File: src/rtl/uart_rx_ctrl.sv
// uart_rx_ctrl: receive-side sequencer, captures uart_rx bytes + error flags into a show-ahead FIFO
// Ports: mclkx16/reset_n clock and async active-low reset; rx_* receiver handshake (rx_read strobe out);
//        m_valid/m_data/m_ready host stream; flush sync FIFO clear; level/full occupancy.
// Optional: define UART_RX_ERRCNT_EN to add saturating cnt_parity/cnt_framing/cnt_overrun outputs.
module uart_rx_ctrl #(
  parameter int DEPTH = 8,
  parameter int AW = $clog2(DEPTH)
) (
  input  logic          mclkx16,
  input  logic          reset_n,
  input  logic [7:0]    rx_rdata,
  input  logic          rx_rxrdy,
  input  logic          rx_parityerr,
  input  logic          rx_framingerr,
  input  logic          rx_overrun,
  output logic          rx_read,
  output logic          m_valid,
  output logic [10:0]   m_data,
  input  logic          m_ready,
  input  logic          flush,
  output logic [AW:0]   level,
`ifdef UART_RX_ERRCNT_EN
  output logic [7:0]    cnt_parity,
  output logic [7:0]    cnt_framing,
  output logic [7:0]    cnt_overrun,
`endif
  output logic          full
);
  localparam logic [1:0] IDLE = 2'd0, ACK = 2'd1, WAIT = 2'd2;
  logic [1:0]    r_state;
  logic          r_read, r_valid;
  logic [10:0]   r_data;
  logic [AW:0]   r_level;
  logic [AW-1:0] r_wr, r_rd;
  logic [10:0]   r_mem [DEPTH];
  logic          w_full, w_push, w_wr_en, w_pop;
  logic [AW-1:0] w_rd_nxt;
  logic [AW:0]   w_lvl_nxt, w_lvl_old;
  assign w_full   = r_level == (AW+1)'(DEPTH);
  assign w_push   = r_state == IDLE && rx_rxrdy && !w_full;
  assign w_wr_en  = w_push && !flush;
  assign w_pop    = r_valid && m_ready;
  assign w_rd_nxt = flush ? '0 : r_rd + AW'(w_pop);
  assign w_lvl_nxt = flush ? '0 : r_level + (AW+1)'(w_wr_en) - (AW+1)'(w_pop);
  // occupancy ignoring this edge's push: a fresh entry becomes visible one cycle later
  assign w_lvl_old = flush ? '0 : r_level - (AW+1)'(w_pop);
  assign rx_read = r_read;
  assign m_valid = r_valid;
  assign m_data  = r_data;
  assign level   = r_level;
  assign full    = w_full;
  always_ff @(posedge mclkx16 or negedge reset_n) begin
    if (!reset_n) begin
      r_state <= IDLE;
      r_read  <= 1'b0;
    end else begin
      r_state <= r_state == IDLE ? (w_push ? ACK : IDLE) : r_state == ACK ? WAIT : (rx_rxrdy ? WAIT : IDLE);
      r_read  <= w_push || r_state == ACK || (r_state == WAIT && rx_rxrdy);
    end
  end
  always_ff @(posedge mclkx16 or negedge reset_n) begin
    if (!reset_n) begin
      r_wr    <= '0;
      r_rd    <= '0;
      r_level <= '0;
      r_valid <= 1'b0;
      r_data  <= '0;
    end else begin
      r_wr    <= flush ? '0 : r_wr + AW'(w_wr_en);
      r_rd    <= w_rd_nxt;
      r_level <= w_lvl_nxt;
      r_valid <= w_lvl_old != '0;
      r_data  <= r_mem[w_rd_nxt];
    end
  end
  always_ff @(posedge mclkx16) begin
    if (w_wr_en) r_mem[r_wr] <= {rx_overrun, rx_framingerr, rx_parityerr, rx_rdata};
  end
`ifdef UART_RX_ERRCNT_EN
  logic [7:0] r_cnt_p, r_cnt_f, r_cnt_o;
  assign cnt_parity  = r_cnt_p;
  assign cnt_framing = r_cnt_f;
  assign cnt_overrun = r_cnt_o;
  always_ff @(posedge mclkx16 or negedge reset_n) begin
    if (!reset_n) begin
      r_cnt_p <= '0;
      r_cnt_f <= '0;
      r_cnt_o <= '0;
    end else begin
      r_cnt_p <= flush ? 8'd0 : (w_wr_en && rx_parityerr && r_cnt_p != 8'hFF) ? r_cnt_p + 8'd1 : r_cnt_p;
      r_cnt_f <= flush ? 8'd0 : (w_wr_en && rx_framingerr && r_cnt_f != 8'hFF) ? r_cnt_f + 8'd1 : r_cnt_f;
      r_cnt_o <= flush ? 8'd0 : (w_wr_en && rx_overrun && r_cnt_o != 8'hFF) ? r_cnt_o + 8'd1 : r_cnt_o;
    end
  end
`endif
endmodule

File: config.mk
export PLATFORM = sky130hd
export DESIGN_NAME = uart_rx_ctrl
export DESIGN_NICKNAME = d
export VERILOG_FILES = /design/src/rtl/uart_rx_ctrl.sv
export SDC_FILE = /design/constraint.sdc
export NUM_CORES = 1
export LEC_CHECK = 0
export CAP_MARGIN = 20
export CORE_MARGIN = 1.5
export CORE_UTILIZATION = 34
export CTS_BUF_LIST = sky130_fd_sc_hd__clkbuf_4 sky130_fd_sc_hd__clkbuf_8
export DETAILED_ROUTE_END_ITERATION = 10
export GPL_ROUTABILITY_DRIVEN = 1
export PLACE_DENSITY = 0.59
export REMOVE_ABC_BUFFERS = 1
export SYNTH_ARGS = -nofsm -noshare
export SYNTH_HDL_FRONTEND = slang
export SYNTH_SLANG_ARGS = --single-unit
File: constraint.sdc
create_clock -name mclkx16 -period 5.4 [get_ports mclkx16]
set_clock_uncertainty 0.2 [all_clocks]
set_input_delay 0.81 -clock mclkx16 [delete_from_list [all_inputs] [get_ports mclkx16]]
set_output_delay 0.81 -clock mclkx16 [all_outputs]
set_load 0.01 [all_outputs]
==> qor.yml <==
status:
  status: "finished clean"
sta:
  worst_slack_ps: 1970
  whs_ps: 298
  period_minus_slack_ps: 3430
  max_slew_margin_pct: 49.9
  period_share_pct: 63.4
  fin_tns_setup_ps: 0
  rsz0062_at_grt: "no"
  worst_pin_slew_ps: 751
  setup_viol: 0
  finalMaxSlewViolations: 0
  clock.fmax_mhz: 292
  hold_viol: 0
pwr:
  p_leak_nw: 2.15
  ir_drop_uv: 141
  clkPwrFrac_pct: 35.0
  p_sw_share_pct: 25.7
  total_power_mw: 2.31
  p_int_mw: 1.71
  switchingPower_mw: 0.593
  powerDensity_nw_per_um2: 421
  pwr-share-comb_pct: 19.1
  power_frac_seq_pct: 45.8
floorplanning:
  die_width_um: 118
  io_pins: 34
  die_area_um2: 13900
  die_h_um: 118
  coreArea_um2: 12700
  initial_core_util_pct: 35.2
  row_count: 41
hold_path:
  hold_path.startpoint: "r_state[0]"
  min_delay_path_depth: 1
  hold_path.class: "register to register"
  holdPathEnd: "rx_read"
global_routing:
  antenna_found_initial: 0
  grt_pass1_wl_mm: 14.1
  track_usage_pct: 13.9
  grt_max_degree: 26
  grt_pass1_vias: 2551
  grt-ovfl-total: 0
worst_setup_path:
  r2r-end: "m_data[7]"
  r2r_slack_ps: 2350
  critPathKind: "input port to register"
  crit_fanout: 19
  critPathRequiredTime_ps: 5510
  critPathCaptureType: "register"
  critical_path_arrival_ps: 3540
  rr_startpoint: "m_valid"
  ff2ff_path_depth: 8
  worst_setup_path_start_kind: "input port"
yosys:
  yosysTopAreaCell: "edfxtp_1"
  seq_area_frac_synth_pct: 73.0
  synth_top_area_share_pct: 59.0
  synth.area.top_cells: "edfxtp_1, dfrtp_1, mux2i_1"
  synth_area_per_cell_um2: 17.1
  ys_warn_count: 0
  synth.distinct_cells: 31
  syn_area_um2: 4480
  synth-seq-cells: 113
  synth_cells: 261
route:
  wl_per_cell_um: 17.5
  drt-initial-drc-count: 129
  ant_nets: 0
  drt-vias-per-instance: 4.78
  drtPass1Iterations: 4
  num_vias: 2383
  drcViolationCount: 0
  routed_wl_mm: 8.72
cells_and_area:
  antenna_cells: 0
  layout.nets: 343
  layout-drive-gt1-share_pct: 18.0
  mostFrequentLayoutCells: "edfxtp_1, mux2i_1, clkdlybuf4s50_1, dfrtp_1, clkbuf_8"
  regArea_um2: 3270
  multi_input_area_um2: 1130
  n_fill_cell: 1166
  stdcell_count: 499
  area_delta_synth_final_pct: 22.3
  layout_commonest_cell: "edfxtp_1"
cts:
  root_buffer: "clkbuf_8"
  clk_latency_ps: 430
  cts.repair.resized: 0
  cts_tree: "yes"
  clockBufferDepth: 2
  cts_buffers: 17
  cts_hold_buf: 0
  post_cts_buffers: 0
  cts.clk_slew.worst_paths_ps: 70
  h-tree-depth: 4
  clock-sinks: 113
placement:
  gp_congestion: 0.717
  dp_cells: 465
  io_buffers: 33
  hpwl_mm: 5.34
  pre_cts_ws_ps: 1500
flow_run:
  cap_violations: 0
-- worst max path at each step --
stage | start | end | slack (ps) | cells past startpoint
floorplan | m_ready | m_data[0] | 1990 | 6
global placement | m_ready | m_data[9] | 1510 | 9
detailed placement | m_ready | m_data[9] | 1500 | 9
CTS | m_ready | m_data[9] | 1940 | 9
global route | m_ready | m_data[7] | 1780 | 9
finish | m_ready | m_data[7] | 1970 | 9
-- registers in the layout, summed over array words and instances, names as in the netlist --
register	cells
m_data	11
r_rd	3
level	4
rx_read	1
r_state	2
r_wr	3
r_mem	88
m_valid	1
-- worst max-delay path, stage by stage --
cell and delay [ps]:
clkdlybuf4s50_1 390, and2_1 190, ha_1 210, ha_1 240
xnor2_4 610, buf_4 450, mux2i_1 230, a22oi_1 110
o221a_2 280
-- area by class of cell --
type | count | area share, %
clock inverter | 13 | 2.97
sequential | 113 | 59.7
inverter | 9 | 0.617
clock buffer | 19 | 4.55
multi-input combinational | 128 | 20.6
tap | 172 | 3.93
timing repair buffer | 45 | 7.68
-- synthesized netlist by cell type (all sizes together) --
library cell and instances:
o21ai 2, mux2i 33, a2bb2oi 11, dfrtp 25, nor4 2, and2 2, edfxtp 88, inv 9
buf 6, a41oi 1, o21bai 1, a22oi 11, nand2 4, nor2b 8, nor3 4, a21oi 2
nand3 1, nand2b 4, xor2 2, o221a 11, or4 1, xnor2 4, ha 12, or3b 1
nor2 8, clkbuf 5, fa 1, and3 2
-- through the flow --
step | util (%) | cell area, µm²
6_report | 43.0 | 5480
5_1_grt | 43.0 | 5480
4_1_cts | 42.9 | 5460
3_5_place_dp | 39.7 | 5050
3_3_place_gp | 39.7 | 5050
2_1_floorplan | - | 4420
-- metal layers --
metal / global-route usage, % / up-vias / routed length (µm)
li1: - / 1117 / -
met4: 6.17 / 0 / 143
met2: 22.2 / 47 / 4280
met5: 0 / - / 0
met1: 17.2 / 1206 / 3950
met3: 4.65 / 13 / 352
-- logic make-up (layout without fill, tap and decap cells) --
| group | after synthesis | after routing | synth area share [%] |
|---|---|---|---|
| xor+xnor | 6 | 6 | 1.59 |
| compound gates | 39 | 39 | 7.58 |
| simple gates | 37 | 37 | 4.53 |
| mux | 33 | 33 | 7.38 |
| flops | 113 | 113 | 73.0 |
| buf+inv | 20 | 86 | 2.10 |
| fa+ha+maj | 13 | 13 | 3.80 |
-- power by group through the flow --
stage                     clock network (mW)  registers, mW  logic (mW)
after global routing                   0.869           1.07       0.492
after floorplan                            0           1.09       0.215
after detailed placement                   0           1.08       0.443
after CTS                              0.828           1.06       0.446
after global placement                     0           1.07       0.434
final                                  0.808           1.06       0.441
No activity file was read; power rests on OpenSTA's default activity.
